===== config.mk =====
export PLATFORM = sky130hd
export DESIGN_NAME = anton_neopixel_stream
export DESIGN_NICKNAME = d
export VERILOG_FILES = /design/src/rtl/anton_neopixel_pkg.sv /design/src/rtl/anton_neopixel_bit_encoder.sv /design/src/rtl/anton_neopixel_stream.sv
export SDC_FILE = /design/constraint.sdc
export NUM_CORES = 1
export LEC_CHECK = 0
export CORE_MARGIN = 3
export CORE_UTILIZATION = 50
export CTS_BUF_LIST = sky130_fd_sc_hd__clkbuf_8 sky130_fd_sc_hd__clkbuf_16
export DETAILED_ROUTE_END_ITERATION = 10
export GPL_TIMING_DRIVEN = 0
export PLACE_DENSITY = 0.87
export REMOVE_ABC_BUFFERS = 1
export SYNTH_ARGS = -nofsm -noshare
export SYNTH_HDL_FRONTEND = slang
export SYNTH_HIERARCHICAL = 1
export SYNTH_SLANG_ARGS = --single-unit

===== constraint.sdc =====
create_clock -name busClk -period 3.2 [get_ports busClk]
set_input_delay 0.32 -clock busClk [delete_from_list [all_inputs] [get_ports busClk]]
set_output_delay 0.32 -clock busClk [all_outputs]
set_load 0.01 [all_outputs]

===== src/rtl/anton_neopixel_pkg.sv =====
// anton_neopixel_pkg
//   Shared definitions for the NeoPixel stream encoder: FSM state type,
//   default WS2812 timing at a 20 MHz bus clock, buffer size default and
//   a counter-width helper.
//   No ports (package).
package anton_neopixel_pkg;

  localparam int BUFFER_END_DEFAULT  = 255;

  localparam int CYCLES_BIT_DEFAULT   = 25;    // 1.25 us per data bit
  localparam int CYCLES_T0H_DEFAULT   = 8;     // 0.40 us high for a 0
  localparam int CYCLES_T1H_DEFAULT   = 16;    // 0.80 us high for a 1
  localparam int CYCLES_RESET_DEFAULT = 1000;  // 50 us latch

  // Byte addresses are compared at this width so that a clamped limit
  // plus the 32-bit skip can never wrap back below the limit.
  localparam int ADDR_CMP_BITS = 14;

  typedef enum logic [1:0] {
    IDLE  = 2'd0,
    HIGH  = 2'd1,
    LOW   = 2'd2,
    LATCH = 2'd3
  } neo_state_t;

  // Bits needed to hold the values 0 .. n-1 (at least one bit).
  function automatic int cnt_bits(input int n);
    return (n <= 1) ? 1 : $clog2(n);
  endfunction

endpackage


===== src/rtl/anton_neopixel_bit_encoder.sv =====
// anton_neopixel_bit_encoder
//   Produces one WS2812 data bit: a high phase of CYCLES_T1H (bit=1) or
//   CYCLES_T0H (bit=0) clocks followed by a low phase that pads the bit to
//   exactly CYCLES_BIT clocks. A new bit may be started in the same cycle
//   that bitDone is reported, so consecutive bits have no gap.
//   Ports:
//     busClk, busReset : clock, synchronous active-high reset
//     bitValue         : value of the bit to send, sampled when start=1
//     start            : begin a new bit on the next edge
//     neoData          : registered data line (1 only in the high phase)
//     highDone         : last clock of the high phase
//     bitDone          : last clock of the low phase (bit complete)
module anton_neopixel_bit_encoder
  import anton_neopixel_pkg::*;
#(
  parameter int CYCLES_BIT = CYCLES_BIT_DEFAULT,
  parameter int CYCLES_T0H = CYCLES_T0H_DEFAULT,
  parameter int CYCLES_T1H = CYCLES_T1H_DEFAULT
) (
  input  logic busClk,
  input  logic busReset,
  input  logic bitValue,
  input  logic start,
  output logic neoData,
  output logic highDone,
  output logic bitDone
);

  localparam int CW = cnt_bits(CYCLES_BIT);

  localparam logic [CW-1:0] HIGH0_LOAD = CW'(CYCLES_T0H - 1);
  localparam logic [CW-1:0] HIGH1_LOAD = CW'(CYCLES_T1H - 1);
  localparam logic [CW-1:0] LOW0_LOAD  = CW'(CYCLES_BIT - CYCLES_T0H - 1);
  localparam logic [CW-1:0] LOW1_LOAD  = CW'(CYCLES_BIT - CYCLES_T1H - 1);

  logic          high_q;
  logic          active_q;
  logic          bit_q;
  logic [CW-1:0] cnt_q;

  always_ff @(posedge busClk) begin
    if (busReset) begin
      high_q   <= 1'b0;
      active_q <= 1'b0;
      bit_q    <= 1'b0;
      cnt_q    <= '0;
    end else if (start) begin
      high_q   <= 1'b1;
      active_q <= 1'b1;
      bit_q    <= bitValue;
      cnt_q    <= bitValue ? HIGH1_LOAD : HIGH0_LOAD;
    end else if (active_q) begin
      if (cnt_q == '0) begin
        if (high_q) begin
          high_q <= 1'b0;
          cnt_q  <= bit_q ? LOW1_LOAD : LOW0_LOAD;
        end else begin
          active_q <= 1'b0;
        end
      end else begin
        cnt_q <= cnt_q - 1'b1;
      end
    end
  end

  assign neoData  = high_q;
  assign highDone = active_q &  high_q & (cnt_q == '0);
  assign bitDone  = active_q & ~high_q & (cnt_q == '0);

endmodule


===== src/rtl/anton_neopixel_stream.sv =====
// anton_neopixel_stream
//   WS2812 serial encoder behind the NeoPixel register block. Walks the
//   front pixel buffer byte by byte (MSB first), drives the single-wire
//   waveform, appends the low latch period and pulses stream_sync_of on
//   its final clock so the register block can clear or keep the run bit.
//   Ports:
//     busClk, busReset : clock, synchronous active-high reset
//     pixelAddr        : byte index into the front buffer
//     pixelData        : buffer byte at pixelAddr (combinational read)
//     reg_max          : last byte index when reg_ctrl_limit=1
//     reg_ctrl_limit   : clamp the frame to min(reg_max, BUFFER_END)
//     reg_ctrl_run     : frame request, sampled in IDLE only
//     reg_ctrl_32bit   : 4-byte pixel slots, byte 3 of each slot skipped
//     neoData          : NeoPixel data line
//     stream_sync_of   : one-clock pulse on the last latch clock
//     state            : busy flag, 1 from frame start to end of latch
//
//   state | meaning
//   IDLE  | line low, waiting for reg_ctrl_run
//   HIGH  | high phase of the current bit
//   LOW   | low phase of the current bit; next byte fetched here
//   LATCH | line low for CYCLES_RESET clocks, sync on the last one
module anton_neopixel_stream
  import anton_neopixel_pkg::*;
#(
  parameter int BUFFER_END   = BUFFER_END_DEFAULT,
  parameter int CYCLES_BIT   = CYCLES_BIT_DEFAULT,
  parameter int CYCLES_T0H   = CYCLES_T0H_DEFAULT,
  parameter int CYCLES_T1H   = CYCLES_T1H_DEFAULT,
  parameter int CYCLES_RESET = CYCLES_RESET_DEFAULT,
  localparam int BUFFER_BITS = cnt_bits(BUFFER_END + 1)
) (
  input  logic                   busClk,
  input  logic                   busReset,
  output logic [BUFFER_BITS-1:0] pixelAddr,
  input  logic [7:0]             pixelData,
  input  logic [12:0]            reg_max,
  input  logic                   reg_ctrl_limit,
  input  logic                   reg_ctrl_run,
  input  logic                   reg_ctrl_32bit,
  output logic                   neoData,
  output logic                   stream_sync_of,
  output logic                   state
);

  localparam int AW = ADDR_CMP_BITS;
  localparam int LW = cnt_bits(CYCLES_RESET);
  localparam logic [AW-1:0] BUF_END = AW'(BUFFER_END);

  neo_state_t             state_q, state_n;
  logic [BUFFER_BITS-1:0] addr_q;
  logic [AW-1:0]          last_q;
  logic                   mode32_q;
  logic [6:0]             shift_q;    // remaining bits of the current byte
  logic [2:0]             bit_idx_q;  // index of the bit being sent
  logic                   last_byte_q;
  logic [LW-1:0]          latch_q, latch_n;
  logic                   sync_q, sync_n;
  logic                   busy_q;

  logic [AW-1:0] last_cfg;
  logic [AW-1:0] addr_ext;
  logic [AW-1:0] next_addr;
  logic          start;
  logic          load_byte;
  logic          bit_next;
  logic          fetch;
  logic          more;
  logic          high_done;
  logic          bit_done;

  anton_neopixel_bit_encoder #(
    .CYCLES_BIT (CYCLES_BIT),
    .CYCLES_T0H (CYCLES_T0H),
    .CYCLES_T1H (CYCLES_T1H)
  ) u_bit_encoder (
    .busClk   (busClk),
    .busReset (busReset),
    .bitValue (bit_next),
    .start    (start),
    .neoData  (neoData),
    .highDone (high_done),
    .bitDone  (bit_done)
  );

  // Frame configuration candidate, captured only at frame start.
  always_comb begin
    last_cfg = BUF_END;
    if (reg_ctrl_limit && (AW'(reg_max) < BUF_END)) begin
      last_cfg = AW'(reg_max);
    end
  end

  // Address of the following byte, skipping slot byte 3 in 32-bit mode.
  always_comb begin
    addr_ext  = AW'(addr_q);
    next_addr = addr_ext + AW'(1);
    if (mode32_q && (next_addr[1:0] == 2'b11)) begin
      next_addr = addr_ext + AW'(2);
    end
  end

  assign more = (bit_idx_q != 3'd0) || !last_byte_q;

  always_ff @(posedge busClk) begin
    if (busReset) begin
      state_q <= IDLE;
    end else begin
      state_q <= state_n;
    end
  end

  always_comb begin
    state_n = state_q;
    case (state_q)
      IDLE:    if (reg_ctrl_run) state_n = HIGH;
      HIGH:    if (high_done)    state_n = LOW;
      LOW:     if (bit_done)     state_n = more ? HIGH : LATCH;
      LATCH:   if (latch_q == '0) state_n = IDLE;
      default: state_n = IDLE;
    endcase
  end

  always_comb begin
    start     = ((state_q == IDLE) && reg_ctrl_run) ||
                ((state_q == LOW) && bit_done && more);
    load_byte = (state_q == IDLE) || (bit_idx_q == 3'd0);
    bit_next  = load_byte ? pixelData[7] : shift_q[6];
    // The next address is settled at the start of the last bit's low phase,
    // so pixelData is stable well before it is loaded at bitDone.
    fetch     = (state_q == HIGH) && high_done && (bit_idx_q == 3'd0);

    latch_n = latch_q;
    if ((state_q == LOW) && (state_n == LATCH)) begin
      latch_n = LW'(CYCLES_RESET - 1);
    end else if ((state_q == LATCH) && (latch_q != '0)) begin
      latch_n = latch_q - 1'b1;
    end
    sync_n = (state_n == LATCH) && (latch_n == '0);
  end

  always_ff @(posedge busClk) begin
    if (busReset) begin
      addr_q      <= '0;
      last_q      <= '0;
      mode32_q    <= 1'b0;
      shift_q     <= '0;
      bit_idx_q   <= '0;
      last_byte_q <= 1'b0;
      latch_q     <= '0;
      sync_q      <= 1'b0;
      busy_q      <= 1'b0;
    end else begin
      latch_q <= latch_n;
      sync_q  <= sync_n;
      busy_q  <= (state_n != IDLE);

      if ((state_q == IDLE) && reg_ctrl_run) begin
        last_q      <= last_cfg;
        mode32_q    <= reg_ctrl_32bit;
        last_byte_q <= 1'b0;
      end

      if (start) begin
        if (load_byte) begin
          shift_q   <= pixelData[6:0];
          bit_idx_q <= 3'd7;
        end else begin
          shift_q   <= {shift_q[5:0], 1'b0};
          bit_idx_q <= bit_idx_q - 3'd1;
        end
      end

      if (fetch) begin
        if (next_addr > last_q) begin
          last_byte_q <= 1'b1;
        end else begin
          addr_q <= BUFFER_BITS'(next_addr);
        end
      end

      // Park on byte 0 so the next frame start sees its data immediately.
      if ((state_q == LATCH) && (state_n == IDLE)) begin
        addr_q <= '0;
      end
    end
  end

  assign pixelAddr      = addr_q;
  assign stream_sync_of = sync_q;
  assign state          = busy_q;

endmodule


# [Yosys cells after proc, flatten, opt, wreduce, memory -nomap -nowiden]
# Index checks and enable logic that the tools add are counted.
[op_classes] n_addsub=5 n_lt_le_gt_ge=2 n_eq_ne=6 muxes=29 bitwise_logic=6 n_reduce_logical=30
[ops] op="$mux W5" count=5
[ops] op="$logic_not A10 Y1" count=2
[ops] op="$mux W10" count=2
[ops] op="$gt A14 B14 Y1" count=1
[ops] op="$lt A13 B8 Y1 const B" count=1
[ops] op="$mux W13" count=1
[ops] op="$logic_and A1 B1 Y1" count=11
[ops] op="$mux W1" count=11
[ops] op="$mux W2" count=5
[ops] op="$reduce_bool A10 Y1" count=1
[ops] op="$sub A10 B1 Y10 const B" count=1
[ops] op="$add A8 B1 Y9 const B" count=1
[ops] op="$add A8 B2 Y9 const B" count=1
[ops] op="$mux W9" count=1
[ops] op="$eq A2 B2 Y1 const B" count=4
[ops] op="$pmux W2 S4" count=1
[ops] op="$mux W7" count=1
[ops] op="$reduce_and A2 Y1" count=3
[ops] op="$reduce_bool A2 Y1" count=3
[ops] op="$logic_not A5 Y1" count=1
[ops] op="$sub A5 B1 Y5 const B" count=1
[ops] op="$and A1 B1 Y1" count=4
[ops] op="$logic_not A2 Y1" count=2
[ops] op="$mux W4" count=1
[ops] op="10 further kinds" count=13
[word_totals] reg_bits=56 elab_cells=92

# [Longest topological paths before layout]
# Gate-level depths: netlist of the first run.
[depth] depth_word=10 ltp_mapped=13 mapped_depth_nobuf=13

# [By module]
# The synthesis of the first run kept the hierarchy.
[modules_own_cells] module="anton_neopixel_stream" instances=1 cells_per_inst=304 area_per_inst_um2=2571.2 seq_area_each_um2=940.9
[modules_own_cells] module="anton_neopixel_bit_encoder" instances=1 cells_per_inst=47 area_per_inst_um2=420.4 seq_area_each_um2=160.2

# [Least setup slack after synthesis of the first run]
# Ideal clock, no wire load.
[synth_path] path_kind="flip-flop to flip-flop" startpoint="reg addr_q[0] (netlist: pixelAddr[0])" endpoint="reg addr_q[0] (netlist: pixelAddr[0])" setup_time_ps=121 t_arrival_ps=3020 setup_slack_ps=60 stages_incl_launch_ff=13 synth_period_minus_slack_ps=3140 cell_sequence="dfxtp_1 > inv_1 > ha_1 > a21bo_2 > a21oi_1 > and3_1 > xor2_1 > ha_1 > nand4_1 > o221ai_1 > nand2_1 > a21oi_1 > mux2_2"
[synth_between] elab_chain_len=7 word_cells_on_any_way=8 classes_between="2 x add/sub; 1 x order compare; 1 x eq/ne; 1 x mux; 1 x bitwise; 2 x reduce/logical"
[synth_rtl] element="from (decl)" line="anton_neopixel_stream.sv:51" rtl="logic [BUFFER_BITS-1:0] addr_q;"
[synth_rtl] element="from (signal assigned)" line="anton_neopixel_stream.sv:178" rtl="addr_q <= BUFFER_BITS'(next_addr);"
[synth_rtl] element="$add A8 B1 Y9" line="anton_neopixel_stream.sv:97" rtl="next_addr = addr_ext + AW'(1);"
[synth_rtl] element="$eq A2 B2 Y1" line="anton_neopixel_stream.sv:98" rtl="if (mode32_q && (next_addr[1:0] == 2'b11)) begin"
[synth_rtl] element="$logic_and A1 B1 Y1" line="anton_neopixel_stream.sv:98"
[synth_rtl] element="$mux W9 (*)" line="anton_neopixel_stream.sv:98"
[synth_rtl] element="net next_addr[6]" line="anton_neopixel_stream.sv:63" rtl="logic [AW-1:0] next_addr;"
[synth_rtl] element="$gt A14 B14 Y1 (*)" line="anton_neopixel_stream.sv:175" rtl="if (next_addr > last_q) begin"
[synth_rtl] element="$not A1 Y1 (no source line) (*)"
[synth_rtl] element="$reduce_and A2 Y1 (no source line) (*)"
# The timed path passes the listed nets; every way through them passes the cells marked *.
# A chain may end at the register's enable or synchronous reset.

# [Worst setup path in the final report of the first run]
[layout_path] startpoint="reg addr_q[1] (netlist: pixelAddr[1])" endpoint="reg addr_q[0] (netlist: pixelAddr[0])"
# Same word-level chain as after synthesis.

==> results of run 1 <==
## per-layer routing
layer  global-route usage, %  wire, um  part of all wire [%]  up-vias
met3                    4.07       377                   5.9        7
li1                        -         -                     -     1329
met4                    6.84        95                   1.5        0
met1                    24.5      2990                    46     1203
met5                       0         0                     0        -
met2                    32.2      2970                    46       64
## sequential cells by signal (all words and copies together) (netlist names)
register	cells
bit_idx_q	3
last_byte_q	1
last_q	13
latch_q	10
mode32_q	1
pixelAddr	8
shift_q	7
state	1
state_q	2
stream_sync_of	1
u_bit_encoder/active_q	1
u_bit_encoder/bit_q	1
u_bit_encoder/cnt_q	5
u_bit_encoder/neoData	1
## cell families (layout without fill, tap and decap cells)
| group | after synthesis | in the layout | synth area share [%] |
|---|---|---|---|
| AND/OR/NAND/NOR | 141 | 141 | 24.8 |
| AO/OA/AOI/OAI | 78 | 78 | 18.1 |
| flip-flops | 55 | 55 | 36.8 |
| buffers and inverters | 31 | 64 | 3.93 |
| adder cells (fa/ha/maj) | 16 | 16 | 6.69 |
| XOR/XNOR | 15 | 15 | 4.39 |
| multiplexers | 15 | 15 | 5.27 |
## cells in the final DEF, fill, tap and decap left out, types with 2 or more instances in the layout
cell / count
sky130_fd_sc_hd__xor2_1: 6
sky130_fd_sc_hd__dfxtp_1: 54
sky130_fd_sc_hd__ha_1: 15
sky130_fd_sc_hd__inv_1: 18
sky130_fd_sc_hd__nand2b_1: 5
sky130_fd_sc_hd__mux2i_1: 12
sky130_fd_sc_hd__nor2_1: 30
sky130_fd_sc_hd__a21o_1: 2
sky130_fd_sc_hd__or2_2: 2
sky130_fd_sc_hd__a21oi_1: 21
sky130_fd_sc_hd__nor3_1: 18
sky130_fd_sc_hd__a21oi_2: 3
sky130_fd_sc_hd__clkdlybuf4s50_1: 35
sky130_fd_sc_hd__nor4_1: 3
sky130_fd_sc_hd__o211ai_1: 4
sky130_fd_sc_hd__xnor2_1: 9
sky130_fd_sc_hd__nand2_2: 2
sky130_fd_sc_hd__and2_1: 7
sky130_fd_sc_hd__a211o_1: 3
sky130_fd_sc_hd__nand2_1: 28
sky130_fd_sc_hd__mux2_2: 2
sky130_fd_sc_hd__nor2b_1: 3
sky130_fd_sc_hd__and3_1: 6
sky130_fd_sc_hd__nand4_1: 2
sky130_fd_sc_hd__nand3b_1: 4
sky130_fd_sc_hd__or4b_4: 2
sky130_fd_sc_hd__a311oi_1: 3
sky130_fd_sc_hd__nand3_1: 12
sky130_fd_sc_hd__a211oi_1: 16
sky130_fd_sc_hd__clkbuf_8: 6
sky130_fd_sc_hd__o21ai_0: 8
sky130_fd_sc_hd__or3_1: 2
## power by group
part           leakage (uW)  internal, uW  switching (uW)
registers          0.000451           716            25.5
logic              0.000859           110             110
clock network     0.0000470           170             216
total               0.00136           996             351
## critical path: cells and delay by family (launching register included)
family | cells | cell delay, ns
AND/OR/NAND/NOR | 5 | 0.75
adder cells (fa/ha/maj) | 2 | 0.62
AO/OA/AOI/OAI | 3 | 0.60
flip-flops | 1 | 0.45
multiplexers | 1 | 0.33
XOR/XNOR | 1 | 0.17
## worst max-delay path by stage
stage | start | to | slack [ns] | cells after the start
finish | pixelAddr[1] | pixelAddr[0] | 0.17 | 12
floorplan | pixelAddr[0] | pixelAddr[0] | 0.06 | 12
global route | pixelAddr[1] | pixelAddr[0] | 0.004 | 11
detailed placement | pixelAddr[0] | pixelAddr[0] | -0.34 | 13
CTS | pixelAddr[0] | pixelAddr[0] | 0.06 | 13
global placement | u_bit_encoder/cnt_q[0] | u_bit_encoder/cnt_q[3] | -0.36 | 10
## what timing repair did
| action | CTS | global route |
|---|---|---|
| buffers inserted | 1 | 0 |
| pin swaps | 1 | 2 |
| cloned | 0 | 0 |
| endpoints found under the setup margin | 8 | 6 |
| resized for setup | 5 | 13 |
| hold endpoints to repair | 0 | 0 |
## metrics by stage
step / cells / setup TNS [ns] / hold WS, ns
after floorplan: 339 / 0 / 0.388
after global placement: 447 / -1.28 / 0.435
after detailed placement: 448 / -0.746 / 0.449
after CTS: 456 / 0 / 0.472
after global routing: 456 / 0 / 0.498
final: 456 / 0 / 0.463
## final cells by class
class / instances / area, sq um
Clock inverter: 1 / 5.00
Multi-Input combinational cell: 265 / 1850
Sequential cell: 55 / 1100
Clock buffer: 6 / 82.6
Inverter: 19 / 71.3
Fill cell: 462 / 2060
Tap cell: 72 / 90.1
Timing Repair Buffer: 38 / 378
==> results.toml, run 1 <==
[power_and_ir_drop]
fin_total_pwr_uw = 1350
cellPowerDensity_mw_per_mm2 = 377
leakagePower_uw = 0.00136
irDropWorstVdd_uv = 246

[place]
buffer_ports.inserted = 36
gp_routability_congestion = 0.915
pre_cts_slack_ns = -0.335
dpl_cell_area_sq_mm = 0.00341
post-dp-hpwl_mm = 4.60

[route]
wire_per_inst_um = 14.1
wl_final_mm = 6.43
first_iter_violations = 154
ant_nets = 0
drc_errors = 0
num_vias = 2603
vias_per_cell = 5.71
dr.pass1.iters = 4

[synth]
yosysSeqAreaShare_pct = 36.8
cell_with_the_most_instances_after_synthesis = "sky130_fd_sc_hd__dfxtp_1"
synth.area.top_cells = "sky130_fd_sc_hd__dfxtp_1 (37%), sky130_fd_sc_hd__ha_1 (6.7%), sky130_fd_sc_hd__a21oi_1 (4.2%)"
synth_cells = 351
post_synth_num_cell_types = 61
top_flip_flop_cell_by_instance_count_after_synthesis = "sky130_fd_sc_hd__dfxtp_1"
synth-warning-count = 6
edff_count_synth = 0
flops_latches_synth = 55
syn_area_sq_mm = 0.00299
synth_common_cells = "sky130_fd_sc_hd__dfxtp_1 (55), sky130_fd_sc_hd__nor2_1 (30), sky130_fd_sc_hd__nand2_1 (29)"
syn_area_per_cell_sq_um = 8.52
yosysTopAreaCell = "sky130_fd_sc_hd__dfxtp_1"
synth.top_cell.area_share_pct = 36.8
synthArstFlopShare_pct = 0

[floorplanning]
die_width_um = 83.4
dieArea_sq_mm = 0.00695
chipHeight_um = 83.4
placement_rows = 27
design.portCount = 37
core_box_area_sq_mm = 0.00564
floorplan.initialDensity_pct = 53.0

[clocking]
numCtsBuffers = 5
cts_buffer_depth = 2
cts_hold_repair.buffers = 0
sink_count_of_the_clock_tree = 55
clock_tree_from_tritoncts = "yes"
cts-root-buf = "sky130_fd_sc_hd__clkbuf_8"
h_tree_lvls = 2
clk_transition_reported_paths_ns = 0.09
clock_insertion_delay_worst_skew_ns = 0.31

[sta]
postLayoutSetupSlackWorst_ns = 0.171
final_period_minus_worst_setup_slack_ns = 3.03
max_slew.worst_pin.slew_ns = 0.855
setup_viol_count_final = 0
timing_hold_violations_final = 0
grt_setup_unrepaired = "no"
timing.fmax_mhz = 330
count_of_pins_over_their_slew_limit = 0
worst_slew_margin_rel_pct = 42.8
fin_crit_sh_pct = 94.7
worst_clock_skew_ns = 0.00619

[cells_and_area]
final_core_util_pct = 63.4
post-route-cell-area_sq_mm = 0.00358
num-nets-final = 426
areaGrowthSynthToFinish_pct = 19.6
post_route_cells_drive_above_1_share_pct = 11.5
insertedDiodeCount = 0

[worst_setup_path]
crit_end_category = "flop"
required_ns = 3.40
cp_data_arrival_time_ns = 3.23
timing.reg2reg.worst_path_depth = 12
worst-path-max-fanout = 6
worst_path_max_delay_cell = "sky130_fd_sc_hd__dfxtp_1"
critPathMaxStageDelay_ns = 0.45
crit_chain = "ha_2 > and2_2 > o2111a_2 > nand3_1 > xnor2_1 > ha_1 > nand2_2 > a2bb2oi_4 > and2_4 > nand3_2 > a21oi_2 > mux2_2"
critical_path.startpoint_type = "flop"
reg2reg_to = "pixelAddr[0]"
path_class = "flop to flop"
reg2reg_from = "pixelAddr[1]"
reg2reg_setup_slack_ns = 0.17

[min_path]
worst_hold_start = "last_byte_q"
hold_class = "flop to flop"
whs_endpoint = "last_byte_q"
hold_depth = 2

[global_route]
overflow = 0
grt_max_degree = 45
grt_antenna_before_repair = 0
first_pass_grt_wire_length_mm = 11.3
first_global_vias = 2527
globalRouteTotalUtil_pct = 19.3

[status]
run_status = "finished clean"

[run]
max-cap-violations = 0
No activity file was read; power rests on OpenSTA's default activity.
==> run 2: changes to the inputs <==
SKIP_CTS_REPAIR_TIMING = 1   (was default)
==> run 2 against run 1 <==
Effect of this change: worst setup slack worse by 0.084 ns; sequential cell count stayed put; register-to-register slack worse by 0.08 ns; clock power hardly changed; critical path type unchanged; largest cell class unchanged; largest power group unchanged.
==> results.toml, run 2 (synthesized netlist as in run 1, its figures left out) <==
[status]
run_status = "finished clean"

[route]
first_iter_violations = 197
wl_final_mm = 6.55
dr.pass1.iters = 5
vias_per_cell = 5.72
ant_nets = 0
drc_errors = 0
wire_per_inst_um = 14.4
num_vias = 2609

[clocking]
clock_insertion_delay_worst_skew_ns = 0.31
sink_count_of_the_clock_tree = 55
cts_buffer_depth = 2
numCtsBuffers = 5
h_tree_lvls = 2
clock_tree_from_tritoncts = "yes"
cts-root-buf = "sky130_fd_sc_hd__clkbuf_8"
clk_transition_reported_paths_ns = 0.09

[power_and_ir_drop]
leakagePower_uw = 0.00136
cellInternalPower_uw = 997
combPwrFrac_pct = 16.2
netSwitchingFraction_pct = 26.1
total_switching_power_uw = 353
clock_power_share_pct = 28.8
share_seq_of_total_power_pct = 55.0
cellPowerDensity_mw_per_mm2 = 377
irDropWorstVdd_uv = 246

[global_route]
first_global_vias = 2515
first_pass_grt_wire_length_mm = 11.1
grt_antenna_before_repair = 0
globalRouteTotalUtil_pct = 19.0
overflow = 0
grt_max_degree = 45

[sta]
worst_slew_margin_rel_pct = 42.4
postLayoutSetupSlackWorst_ns = 0.0867
final_period_minus_worst_setup_slack_ns = 3.11
timing.fmax_mhz = 321
timing_hold_violations_final = 0
setup_viol_count_final = 0
max_slew.worst_pin.slew_ns = 0.860
count_of_pins_over_their_slew_limit = 0
fin_crit_sh_pct = 97.3
setup_total_negative_slack_ns = 0
worst_clock_skew_ns = 0.00722

[cells_and_area]
num-nets-final = 426
final_core_util_pct = 63.5
register_containing_the_most_flip_flops_in_the_final_layout = "last_q"
post_route_cells_drive_above_1_share_pct = 11.7
insertedDiodeCount = 0
areaGrowthSynthToFinish_pct = 19.7
layout.cells.most_common = "sky130_fd_sc_hd__dfxtp_1"
largest_register_ffs = 13
final_cell_mix = "sky130_fd_sc_hd__dfxtp_1 (54), sky130_fd_sc_hd__clkdlybuf4s50_1 (35), sky130_fd_sc_hd__nor2_1 (30)"

[min_path]
worst_hold_start = "last_byte_q"
whs_endpoint = "last_byte_q"
hold_class = "flop to flop"
hold_depth = 2

[worst_setup_path]
timing.reg2reg.worst_path_depth = 12
cp_data_arrival_time_ns = 3.35
reg2reg_from = "pixelAddr[1]"
required_ns = 3.43
path_class = "flop to flop"
crit_end_category = "flop"
reg2reg_setup_slack_ns = 0.09
worst-path-max-fanout = 6
critical_path.startpoint_type = "flop"
reg2reg_to = "pixelAddr[5]"

[run]
max-cap-violations = 0

[floorplanning]
design.portCount = 37
chipHeight_um = 83.4
die_width_um = 83.4
placement_rows = 27
core_box_area_sq_mm = 0.00564
dieArea_sq_mm = 0.00695
floorplan.initialDensity_pct = 53.0

[place]
post-dp-hpwl_mm = 4.60
gp_routability_congestion = 0.915
pre_cts_slack_ns = -0.335
buffer_ports.inserted = 36
[run 2: cell count changes in the layout (fill, tap and decap cells not counted)]
cell,delta
sky130_fd_sc_hd__nand2_1,-1
sky130_fd_sc_hd__nand2_2,+1
[run 2: cell type report]
cell class	instances	area (sq um)
tap	72	90.1
timing repair buffer	38	378
sequential	55	1100
inverter	19	71.3
clock buffer	6	82.6
clock inverter	1	5.00
fill	459	2060
multi-input combinational	265	1850
[run 2: metrics by stage]
step / total power [uW] / cell area (sq um) / hold slack (ns) / std cells
floorplan: 888 / 2950 / 0.388 / 339
global placement: 957 / 3400 / 0.435 / 447
detailed placement: 969 / 3410 / 0.449 / 448
CTS: 1350 / 3500 / 0.473 / 455
global route: 1410 / 3580 / 0.498 / 456
finish: 1350 / 3580 / 0.463 / 456
[run 2: power by group through the flow]
stage / Combinational (uW) / Clock, uW / Sequential, uW
after global placement: 201 / 0 / 756
after CTS: 213 / 398 / 742
after floorplan: 136 / 0 / 752
after global routing: 246 / 419 / 746
after detailed placement: 211 / 0 / 758
final: 219 / 389 / 742
[run 2: critical path: stages (launching register included)]
cell and delay (ns):
sky130_fd_sc_hd__dfxtp_1 0.44, sky130_fd_sc_hd__ha_2 0.26, sky130_fd_sc_hd__and2_2 0.22, sky130_fd_sc_hd__o2111a_2 0.25, sky130_fd_sc_hd__nand3_1 0.15, sky130_fd_sc_hd__xnor2_1 0.18
sky130_fd_sc_hd__ha_1 0.39, sky130_fd_sc_hd__nand4_1 0.21, sky130_fd_sc_hd__o221ai_4 0.27, sky130_fd_sc_hd__buf_4 0.19, sky130_fd_sc_hd__nand3_1 0.10, sky130_fd_sc_hd__a211o_1 0.29
sky130_fd_sc_hd__o21ai_0 0.09
[run 2: how the worst max path moves through the flow]
stage,from,endpoint
floorplan,pixelAddr[0],pixelAddr[0]
global placement,u_bit_encoder/cnt_q[0],u_bit_encoder/cnt_q[3]
detailed placement,pixelAddr[0],pixelAddr[0]
CTS,pixelAddr[0],pixelAddr[0]
global route,pixelAddr[1],pixelAddr[5]
finish,pixelAddr[1],pixelAddr[5]
[run 2: routing by layer]
layer	global-route usage, %	vias up	share of wire [%]
met5	0	-	0
met1	24.1	1198	46
met2	31.6	75	47
met3	4.07	7	5.9
li1	-	1329	-
met4	6.84	0	1.4
==> run 3: changes to the inputs <==
SLEW_MARGIN = 40   (was default)
==> run 3 against run 2 <==
Effect of this change: clock-buffer cell count unchanged; combinational power increased by 5%; clock power about the same; sequential share of layout area decreased by 0.71 points; worst hold slack got worse by 0.025 ns; total power increased by 0.75%; sequential power about the same; critical path type unchanged; largest power group unchanged; sequential cell count unchanged; die area unchanged; first-iteration DRC count increased by 27%; register-to-register slack improved by 0.04 ns.
==> results.toml, run 3 (synthesized netlist as in run 1, its figures left out) <==
[clocking]
sink_count_of_the_clock_tree = 55
h_tree_lvls = 2
numCtsBuffers = 5
cts-root-buf = "sky130_fd_sc_hd__clkbuf_8"
clk_transition_reported_paths_ns = 0.09
clock_insertion_delay_worst_skew_ns = 0.31
cts_buffer_depth = 2
clock_tree_from_tritoncts = "yes"

[worst_setup_path]
worst_path_max_delay_cell = "sky130_fd_sc_hd__dfxtp_2"
timing.reg2reg.worst_path_depth = 13
critPathMaxStageDelay_ns = 0.39
worstPathBufferInverterCount = 1
path_class = "flop to flop"
worst-path-max-fanout = 6
crit_chain = "inv_1 > ha_2 > a21bo_2 > a21oi_4 > and3_4 > xor2_1 > ha_1 > nand2_1 > a2bb2oi_4 > and2_4 > nand3_2 > a21oi_2 > mux2_2"
cp_data_arrival_time_ns = 3.26
reg2reg_to = "pixelAddr[0]"
critical_path.startpoint_type = "flop"
cpLargestDelayFamily = "compound AO/OA/AOI/OAI gates"
required_ns = 3.39
reg2reg_setup_slack_ns = 0.13
crit_end_category = "flop"
reg2reg_from = "pixelAddr[0]"

[cells_and_area]
final_cell_mix = "sky130_fd_sc_hd__dfxtp_1 (54), sky130_fd_sc_hd__clkdlybuf4s50_1 (35), sky130_fd_sc_hd__nor2_1 (29)"
layout.filler_cells = 456
largest_register_ffs = 13
areaGrowthSynthToFinish_pct = 22.3
seq_area_sq_mm = 0.00110
insertedDiodeCount = 0
multi_input_comb_area_sq_mm = 0.00189
post-route-cell-area_sq_mm = 0.00366
register_containing_the_most_flip_flops_in_the_final_layout = "last_q"
post_route_cells_drive_above_1_share_pct = 12.9
num-nets-final = 429
layout.cells.most_common = "sky130_fd_sc_hd__dfxtp_1"
final-instance-count-excl-fill = 459

[sta]
timing.fmax_mhz = 326
postLayoutSetupSlackWorst_ns = 0.129
worst_clock_skew_ns = 0.00899
setup_viol_count_final = 0
final_period_minus_worst_setup_slack_ns = 3.07
fin_crit_sh_pct = 96.0
timing_hold_violations_final = 0
max_slew.worst_pin.slew_ns = 0.676
worst_slew_margin_rel_pct = 54.5
count_of_pins_over_their_slew_limit = 0

[status]
run_status = "finished clean"

[min_path]
whs_endpoint = "mode32_q"
hold_class = "input port to flop"
hold_depth = 2
worst_hold_start = "busReset"

[route]
wire_per_inst_um = 14.7
ant_nets = 0
first_iter_violations = 251
wl_final_mm = 6.73
vias_per_cell = 5.82
drc_errors = 0
num_vias = 2670
dr.pass1.iters = 4

[place]
buffer_ports.inserted = 36
dpl_cell_area_sq_mm = 0.00344
placedCellCount = 449
gp_routability_congestion = 0.915
pre_cts_slack_ns = -0.364
post-dp-hpwl_mm = 4.72

[global_route]
groute.layer.met1.usage_pct = 23.8
use_met3_pct = 4.27
top_usage_layer = "met2"
global_route_met2_usage_pct = 31.4
globalRouteTotalUtil_pct = 18.8
overflow = 0
grt_antenna_before_repair = 0
grt_max_degree = 30
first_global_vias = 2513
first_pass_grt_wire_length_mm = 11.1

[power_and_ir_drop]
irDropWorstVdd_uv = 301
cellPowerDensity_mw_per_mm2 = 372
leakagePower_uw = 0.00139

[floorplanning]
placement_rows = 27
floorplan.initialDensity_pct = 53.0
dieArea_sq_mm = 0.00695
core_box_area_sq_mm = 0.00564
chipHeight_um = 83.4
die_width_um = 83.4
design.portCount = 37

[run]
max-cap-violations = 0
## run 3: worst max-delay path by stage
| stage | from | end | depth (start not counted) |
|---|---|---|---|
| after floorplan | pixelAddr[0] | pixelAddr[0] | 12 |
| after global placement | u_bit_encoder/cnt_q[0] | u_bit_encoder/cnt_q[3] | 10 |
| after detailed placement | pixelAddr[0] | pixelAddr[0] | 13 |
| after CTS | pixelAddr[0] | pixelAddr[0] | 13 |
| after global routing | pixelAddr[0] | pixelAddr[0] | 13 |
| final | pixelAddr[0] | pixelAddr[0] | 13 |
## run 3: area by class of cell
class / instances / share of cell area [%]
clock buffers: 6 / 2.26
clock inverters: 1 / 0.137
repair buffers: 41 / 11.5
inverters: 19 / 1.95
flip-flops and latches: 55 / 30.1
multi-input cells: 265 / 51.6
well taps: 72 / 2.46
## run 3: through the flow
step / utilization, % / power, uW / hold slack (ns) / TNS [ns]
5_1_grt: 64.8 / 1430 / 0.445 / -0.0262
3_3_place_gp: 60.2 / 957 / 0.435 / -1.28
6_report: 64.8 / 1360 / 0.438 / 0
3_5_place_dp: 61.1 / 975 / 0.444 / -0.941
4_1_cts: 62.6 / 1350 / 0.445 / -1.07
2_1_floorplan: - / 888 / 0.388 / 0
## run 3: power breakdown
group	total, uW	switching, uW	leakage [uW]	internal, uW
Combinational	231	115	0.000892	116
Clock	387	216	0.0000470	170
Sequential	743	25.4	0.000451	717
## run 3: metal layers
layer  up-vias  share of wire, %
li1       1335                 -
met1      1241                45
met2        77                47
met3        17               6.4
met4         0               1.8
met5         -                 0
